**config.mk**
```make
export PLATFORM = sky130hd
export DESIGN_NAME = fnd_scan_driver
export DESIGN_NICKNAME = d
export VERILOG_FILES = /design/src/rtl/fnd_scan_driver.sv
export SDC_FILE = /design/constraint.sdc
export NUM_CORES = 1
export LEC_CHECK = 0
export ABC_AREA = 1
export CORE_MARGIN = 5
export CORE_UTILIZATION = 63
export DETAILED_ROUTE_END_ITERATION = 10
export PLACE_DENSITY = 0.83
export SLEW_MARGIN = 30
export SYNTH_ARGS = -nofsm -noshare
export SYNTH_HDL_FRONTEND = slang
export SYNTH_SLANG_ARGS = --single-unit
```
**constraint.sdc**
```tcl
create_clock -name MCLK -period 5.3 [get_ports MCLK]
set_input_delay 0.53 -clock MCLK [delete_from_list [all_inputs] [get_ports MCLK]]
set_output_delay 0.53 -clock MCLK [all_outputs]
set_load 0.01 [all_outputs]
```
**src/rtl/fnd_scan_driver.sv**
```systemverilog
// -----------------------------------------------------------------------------
// fnd_scan_driver
//
// Multiplexed common-anode 7-segment scanner for the BubbleDrive8 front panel.
// Each digit owns a SCAN_DIV-cycle slot. Digits are scanned from the leftmost
// (p = DIGITS-1) down to the rightmost (p = 0). The display inputs are captured
// once per frame, so every digit of a frame comes from the same value. In
// value mode each digit shows a hex glyph with an optional decimal point, and
// leading zeros can be blanked. In waiting mode (nWAIT = 0) a single lit
// segment chases around the outer ring of the display. Brightness is a
// per-slot on-time from 1/8 to 8/8 of the slot. The first cycle of every slot
// is always dark, which hides ghosting while the anodes switch.
//
// Parameters
//   DIGITS    number of digits (1..8)
//   SCAN_DIV  MCLK cycles per digit slot (power of two, >= 8)
//   ANIM_DIV  MCLK cycles per animation step (>= 2)
//
// Ports
//   MCLK      in   clock
//   nRESET    in   asynchronous active-low reset
//   nWAIT     in   0 = waiting animation, 1 = value display
//   VALUE     in   4*DIGITS hex nibbles, nibble p drives digit p
//   DP_MASK   in   per-digit decimal point enable
//   LZ_BLANK  in   blank leading zero digits
//   BRIGHT    in   brightness 0..7
//   nFND      out  segments {a,b,c,d,e,f,g,dp}, active-low, registered
//   nANODE    out  digit enables, active-low, registered
// -----------------------------------------------------------------------------
module fnd_scan_driver #(
   parameter int DIGITS   = 3,
   parameter int SCAN_DIV = 1024,
   parameter int ANIM_DIV = 16777216
) (
   input  logic                  MCLK,
   input  logic                  nRESET,
   input  logic                  nWAIT,
   input  logic [4*DIGITS-1:0]   VALUE,
   input  logic [DIGITS-1:0]     DP_MASK,
   input  logic                  LZ_BLANK,
   input  logic [2:0]            BRIGHT,
   output logic [7:0]            nFND,
   output logic [DIGITS-1:0]     nANODE
);

   localparam int SW       = $clog2(SCAN_DIV);
   localparam int DW       = (DIGITS > 1) ? $clog2(DIGITS) : 1;
   localparam int RING_LEN = 2 * DIGITS + 4;
   localparam int PW       = $clog2(RING_LEN);
   localparam int AW       = $clog2(ANIM_DIV);

   localparam logic [SW-1:0] SCNT_MAX = SW'(SCAN_DIV - 1);
   localparam logic [DW-1:0] DIG_MAX  = DW'(DIGITS - 1);
   localparam logic [PW-1:0] POS_MAX  = PW'(RING_LEN - 1);
   localparam logic [AW-1:0] ACNT_MAX = AW'(ANIM_DIV - 1);

   // Active-low {a,b,c,d,e,f,g} pattern for one hex digit.
   function automatic logic [6:0] hex_glyph(input logic [3:0] nib);
      logic [6:0] g;
      case (nib)
         4'h0: g = 7'h01;
         4'h1: g = 7'h4F;
         4'h2: g = 7'h12;
         4'h3: g = 7'h06;
         4'h4: g = 7'h4C;
         4'h5: g = 7'h24;
         4'h6: g = 7'h20;
         4'h7: g = 7'h0D;
         4'h8: g = 7'h00;
         4'h9: g = 7'h04;
         4'hA: g = 7'h08;
         4'hB: g = 7'h60;
         4'hC: g = 7'h72;
         4'hD: g = 7'h42;
         4'hE: g = 7'h30;
         default: g = 7'h38;
      endcase
      return g;
   endfunction

   logic [SW-1:0]         scnt;
   logic [DW-1:0]         dig;
   logic [AW-1:0]         acnt;
   logic [PW-1:0]         pos;

   logic [4*DIGITS-1:0]   value_snap;
   logic [DIGITS-1:0]     dp_snap;
   logic                  lz_snap;
   logic [2:0]            bright_snap;

   logic                  frame_start;
   logic [SW:0]           bright_ext;
   logic [SW:0]           on_cnt;
   logic                  lit;
   logic [3:0]            nib;
   logic                  dp_on;
   logic                  lead_zero;
   logic                  blank;
   logic [7:0]            value_n;
   logic [7:0]            anim_n;
   int                    pos_i;
   int                    left_i;
   logic [7:0]            nfnd_p0;
   logic [DIGITS-1:0]     nanode_p0;

   assign frame_start = (scnt == '0) && (dig == DIG_MAX);

   // ---- stage p0: decode counters and snapshot into next panel drive ----

   // On-time in cycles is (BRIGHT+1)/8 of a slot. Slot cycle 0 stays dark
   // so that anode switching never shows the previous digit's segments.
   always_comb begin
      bright_ext = (SW+1)'(bright_snap) + (SW+1)'(1);
      on_cnt     = bright_ext << (SW - 3);
      lit        = (scnt != '0) && ({1'b0, scnt} < on_cnt);
   end

   // Value mode. Walking from the leftmost nibble down keeps a running
   // "everything so far is zero" flag, which is exactly the blanking rule.
   always_comb begin
      nib       = 4'h0;
      dp_on     = 1'b0;
      blank     = 1'b0;
      lead_zero = 1'b1;
      for (int p = DIGITS - 1; p >= 0; p--) begin
         lead_zero = lead_zero && (value_snap[4*p +: 4] == 4'h0);
         if (DW'(p) == dig) begin
            nib   = value_snap[4*p +: 4];
            dp_on = dp_snap[p];
            blank = lz_snap && lead_zero && (p != 0);
         end
      end
      value_n = {(blank ? 7'h7F : hex_glyph(nib)), ~dp_on};
   end

   // Waiting mode. The ring runs clockwise: top segments left to right,
   // down the right side, bottom segments right to left, up the left side.
   // left_i is the digit index counted from the left.
   always_comb begin
      pos_i  = int'(pos);
      left_i = DIGITS - 1 - int'(dig);
      anim_n = 8'hFF;
      if (pos_i < DIGITS) begin
         if (pos_i == left_i) anim_n[7] = 1'b0;
      end else if (pos_i == DIGITS) begin
         if (left_i == DIGITS - 1) anim_n[6] = 1'b0;
      end else if (pos_i == DIGITS + 1) begin
         if (left_i == DIGITS - 1) anim_n[5] = 1'b0;
      end else if (pos_i <= 2 * DIGITS + 1) begin
         if (2 * DIGITS + 1 - pos_i == left_i) anim_n[4] = 1'b0;
      end else if (pos_i == RING_LEN - 2) begin
         if (left_i == 0) anim_n[3] = 1'b0;
      end else begin
         if (left_i == 0) anim_n[2] = 1'b0;
      end
   end

   always_comb begin
      nfnd_p0   = nWAIT ? value_n : anim_n;
      nanode_p0 = '1;
      if (lit) nanode_p0[dig] = 1'b0;
   end

   // ---- stage p1: registered panel outputs ----
   always_ff @(posedge MCLK or negedge nRESET) begin
      if (!nRESET) begin
         nFND   <= 8'hFF;
         nANODE <= '1;
      end else begin
         nFND   <= nfnd_p0;
         nANODE <= nanode_p0;
      end
   end

   // Scan position: slot cycle counter and current digit.
   always_ff @(posedge MCLK or negedge nRESET) begin
      if (!nRESET) begin
         scnt <= '0;
         dig  <= DIG_MAX;
      end else begin
         if (scnt == SCNT_MAX) begin
            scnt <= '0;
            dig  <= (dig == '0) ? DIG_MAX : dig - DW'(1);
         end else begin
            scnt <= scnt + SW'(1);
         end
      end
   end

   // Frame-coherent capture of the display inputs.
   always_ff @(posedge MCLK or negedge nRESET) begin
      if (!nRESET) begin
         value_snap  <= '0;
         dp_snap     <= '0;
         lz_snap     <= 1'b0;
         bright_snap <= 3'd0;
      end else if (frame_start) begin
         value_snap  <= VALUE;
         dp_snap     <= DP_MASK;
         lz_snap     <= LZ_BLANK;
         bright_snap <= BRIGHT;
      end
   end

   // Animation step counter; held at zero outside a wait episode so every
   // episode starts from the top-left segment.
   always_ff @(posedge MCLK or negedge nRESET) begin
      if (!nRESET) begin
         acnt <= '0;
         pos  <= '0;
      end else if (nWAIT) begin
         acnt <= '0;
         pos  <= '0;
      end else if (acnt == ACNT_MAX) begin
         acnt <= '0;
         pos  <= (pos == POS_MAX) ? '0 : pos + PW'(1);
      end else begin
         acnt <= acnt + AW'(1);
      end
   end

endmodule

```
# Yosys cells after proc, flatten, opt, wreduce, memory -nomap -nowiden
# Memory sizes are Yosys's and may differ from the RTL's.
# Cells that the tools add are included.
dict set report classes {
  n_bitwise 2
  n_reduce_logical 13
  eq_ne 12
  addsub 7
  n_mux 35
  order_cmp 5
}
# op count
set op_table {}
lappend op_table {{$mux 24} 2}
lappend op_table {{$logic_not 32->1} 1}
lappend op_table {{$mux 4} 7}
lappend op_table {{$add 24x1->24 const B} 1}
lappend op_table {{$eq 24x24->1 const B} 1}
lappend op_table {{$mux 1} 17}
lappend op_table {{$eq 4x4->1 const B} 3}
lappend op_table {{$lt 10x11->1} 1}
lappend op_table {{$add 10x1->10 const B} 1}
lappend op_table {{$eq 10x10->1 const B} 1}
lappend op_table {{$eq 5x3->1} 2}
lappend op_table {{$logic_not 10->1} 1}
lappend op_table {{$mux 10} 1}
lappend op_table {{$reduce_bool 10->1} 1}
lappend op_table {{$logic_not 4->1} 2}
lappend op_table {{$mux 8} 1}
lappend op_table {{$mux 7} 1}
lappend op_table {{$logic_and 1x1->1} 6}
lappend op_table {{$mux 3} 2}
lappend op_table {{$mux 5} 1}
lappend op_table {{$sub 3x4->5 const A} 1}
lappend op_table {{$add 3x1->4 const B} 1}
lappend op_table {{$add 4x1->4 const B} 1}
lappend op_table {{$eq 4x3->1 const B} 1}
lappend op_table {{other kinds (16)} 17}
dict set report totals {
  rom_bits 112
  regBits 70
  in_bits 22
  n_memories 1
  word_cells 85
  output_inout_bits 11
}
# name depth width rd rd_clocked_by_memory_dff write_ports line_no
set memory_table {}
lappend memory_table {{(name not given)} 16 7 1 0 0 60} ;# case (nib)

# Longest topological paths before layout
dict set report depth {
  depth_word 9
  mapped_depth 15
  ltp_nobuf 14
}

# Least setup slack after synthesis
# Ideal clock, no wire load.
dict set report synth_timing {
  kind {register -> register}
  start {reg dig[1]}
  end {reg nFND[4]}
  setup_ns 0.072
  n_path_buf 1
  stages_incl_launch_ff 14
  required_ns 5.228
  arrival_time_ns 1.965
  slack_ns 3.263
  synth_period_minus_slack_ns 2.037
  cell_sequence {dfstp_2 > inv_1 > ha_1 > buf_2 > a21oi_1 > nand2_1 > nand2_1 > inv_1 > ha_1 > nand3b_1 > nand3_1 > nand3_1 > nand2_1 > inv_1}
}
dict set report synth_between {
  elab_chain_cells 8
  elab_cells_between_ends 19
  classes_between {add/sub (1); eq/ne (3); mux (13); reduce/logical (1); memory (1)}
}
# element line_no
set synth_rtl {}
lappend synth_rtl {{start, declared} 82} ;# logic [DW-1:0] dig;
lappend synth_rtl {{start signal, assigned} 183} ;# dig <= (dig == '0) ? DIG_MAX : dig - DW'(1);
lappend synth_rtl {{$sub 2x2->3} 141} ;# left_i = DIGITS - 1 - int'(dig);
lappend synth_rtl {{$eq 5x3->1} 150} ;# if (2 * DIGITS + 1 - pos_i == left_i) anim_n[4] = 1'b0;
lappend synth_rtl {{$mux 1} 150}
lappend synth_rtl {{$mux 1} 149} ;# end else if (pos_i <= 2 * DIGITS + 1) begin
lappend synth_rtl {{$mux 3} 147} ;# end else if (pos_i == DIGITS + 1) begin
lappend synth_rtl {{$mux 4} 145} ;# end else if (pos_i == DIGITS) begin
lappend synth_rtl {{$mux 5} 143} ;# if (pos_i < DIGITS) begin
lappend synth_rtl {{$mux 8 *} 159} ;# nfnd_p0 = nWAIT ? value_n : anim_n;
lappend synth_rtl {{via nfnd_p0[4]} 103} ;# logic [7:0] nfnd_p0;
lappend synth_rtl {{end signal, assigned} 170} ;# nFND <= nfnd_p0;
lappend synth_rtl {{end, declared} 42} ;# output logic [7:0] nFND,
# The timed path passes the listed nets; every way through them passes the cells marked *.
# A chain may end at the register's enable or synchronous reset.

# Final worst setup path
# Same ends and word-level chain as after synthesis.

==> impl_metrics.csv <==
group,metric,value,unit
clock_network,path_clk_slew,0.07,ns
synthesis,syn_area_per_cell,7.95,um2
floorplan,dieWidth,89.1,um
clock_network,cts_buffer_depth,2,
sta,slew_viol_final,0,
sta,max_freq,0.424,GHz
drt,first_pass_iters,5,
clock_network,htreeDepth,3,
sta,setup_slack,2.94,ns
global_routing,grt_pass1_vias,3287,
floorplan,io_pins,33,
synthesis,ys_seq_elements,70,
drt,wl_met1,3.68,mm
clock_network,numCtsBuffers,9,
drt,routed_wl,8.39,mm
cells_and_area,drive_above_1_share,9.16,%
clock_network,cts_resized,0,
sta,slew_headroom,47.9,%
placed_design,hpwl,5.86,mm
sta,layout_worst_path_cycle_share,44.5,%
power,p_per_area,226,nW/um2
drt,drc,0,
sta,tightest_slew,0.779,ns
drt,route.met2.wl,4.11,mm
sta,period_minus_slack,2.36,ns
cells_and_area,final_nets,569,
flow_run,drv_cap,0,
clock_network,clock_sinks,70,
setup_path,required,5.58,ns
setup_path,reg2reg_setup_slack,2.94,ns
setup_path,crit_start,"dig[1]",
clock_network,insertion_delay,0.34,ns
setup_path,worstSetupStartpointType,"flop",
outcome,status,"complete, no violations",
drt,drt.antenna.violating_nets,0,
sta,final-setup-viol-count,0,
sta,fin_skew,0.00729,ns
setup_path,worstSetupPathType,"reg -> reg",
setup_path,crit_fanout,8,
synthesis,syn-cell-area,3940,um2
synthesis,synth_top_area_cell,"dfrtp_1",
placed_design,portBuffers,32,
setup_path,arrival,2.64,ns
clock_network,cts_tree,"built",
sta,fin_setup_tns,0,ns
global_routing,antenna_found_initial,0,
synthesis,syn_inst,495,
global_routing,grt_pass1_wl,14.5,mm
sta,holdWs,0.186,ns
power,p_leak,2.10,nW
global_routing,overflow,0,
floorplan,die_y,89.1,um
global_routing,grt_max_degree,71,
global_routing,track_usage,23.6,%
cells_and_area,diodes,0,
synthesis,ys_async_sr_fraction,100,%
setup_path,end_kind,"flop",
power,vdd_ir_drop_max,0.159,mV
sta,hold_viol_final,0,
floorplan,start_util,65.7,%
drt,drt_iter0_drc,153,
floorplan,rows,28,
placed_design,preCtsSetupSlack,2.79,ns
cells_and_area,area_growth,13.8,%
floorplan,die-area,7930,um2
synthesis,ys_seq_area_share,44.9,%
hold_path,hold_class,"in -> async",
drt,avgViaCountPerCell,5.41,
synthesis,synth.distinct_cells,38,
setup_path,r2r_start,"dig[1]",
synthesis,synth_top_area_share,36.9,%
placed_design,gp_congestion,0.879,
drt,top_layer,"met4",
synthesis,synth_edf_count,0,
synthesis,synth_area_leaders,"dfrtp_1 (37%), nand2_1 (12%), dfstp_2 (8.0%)",
clock_network,postCtsSetupBuffers,0,
synthesis,synth_fp_nets,534,
floorplan,core-area,5990,um2
clock_network,root_buffer,"clkbuf_8",
sta,rsz0062_at_grt,"no",
cells_and_area,utilization,74.8,%
clock_network,cts_hold_buf,0,
synthesis,synth_ff_type,"dfrtp_1",
drt,wl_met3,406,um
drt,routedWlPerCell,13.8,um
drt,vias,3298,
synthesis,yosysWarnings,0,
==> per-stage QoR <==
stage | power (mW) | area (um2) | cells
3_5_place_dp | 0.619 | 4270 | 593
5_1_grt | 1.05 | 4480 | 610
2_1_floorplan | 0.582 | 3940 | 495
6_report | 1.01 | 4480 | 610
3_3_place_gp | 0.617 | 4270 | 593
4_1_cts | 1.02 | 4460 | 609
==> worst max-delay path, stage by stage (launching register included) <==
cell and delay [ns]:
dfstp_2 0.57, inv_1 0.08, ha_1 0.30, inv_2 0.15, nand3_1 0.09, nand2_1 0.08
nand2_1 0.13, inv_1 0.16, ha_1 0.25, nand3b_1 0.19, nand3_1 0.10, nand3_1 0.08
nand2_1 0.08, inv_1 0.04
==> metal layers <==
metal	global-route usage [%]	vias to the layer above
met1	28.8	1549
met4	11.4	0
met5	0	-
li1	-	1640
met2	40.2	89
met3	4.52	20
==> flip-flops by register name (all words and copies together), names as in the netlist, 2 cells and up <==
name,flops
value_snap,12
nANODE,3
dig,2
nFND,8
acnt,24
dp_snap,3
scnt,10
bright_snap,3
pos,4
==> layout by cell type, fill, tap and decap left out, drive strengths merged, types with 2 or more instances in the layout <==
cell,n
a21oi,11
buf,3
clkbuf,13
clkdlybuf4s50,31
clkinv,2
dfrtp,58
dfstp,12
ha,17
inv,67
nand2,129
nand3,42
nand4,9
nor2,65
nor3,14
nor3b,3
nor4,3
o21ai,27
o21bai,2
xnor2,8
xor2,11
==> synthesized netlist by cell type, types with 2 or more instances <==
cell and number:
nand2_2 4, nor3_1 13, dfstp_2 12, buf_6 4
o21ai_0 22, o21ai_1 5, nand2_1 124, nor2_2 2
inv_1 64, o21bai_1 2, buf_4 3, a21oi_1 11
nor2_4 4, nor4_1 2, ha_1 17, xnor2_1 8
inv_2 3, nand4_1 9, nor3b_1 3, nand3_1 41
nor2_1 58, xor2_1 11, dfrtp_1 58
==> area by class of cell <==
type	instances	area, um2
multi-input combinational	348	1840
sequential	70	1770
fill	455	1510
timing repair buffer	34	343
inverter	67	251
clock buffer	13	169
tap	75	93.8
clock inverter	3	17.5
==> worst paths after layout <==
path,depth (start not counted),end
hold / removal,2,acnt[23]
max in group asynchronous,3,nFND[0]
setup reg to reg,13,nFND[4]
setup / recovery,13,nFND[4]
hold reg to reg,1,nFND[0]
min in group MCLK,1,nFND[0]
==> report_power, final <==
part / switching (mW) / internal, mW / leakage (nW)
registers: 0.00689 / 0.543 / 0.818
clock network: 0.197 / 0.207 / 0.0954
logic: 0.0326 / 0.0278 / 1.19
==> cells by family after synthesis <==
family,Yosys count,share of synthesized area [%]
DFF,70,44.9
and+or+nand+nor,266,30.6
AOI/OAI and AO/OA,46,6.48
adders and majority gates,17,5.40
buffers and inverters,77,8.42
xor gates and xnor gates,19,4.23
Note: power is estimated with default switching activity, not from simulation.
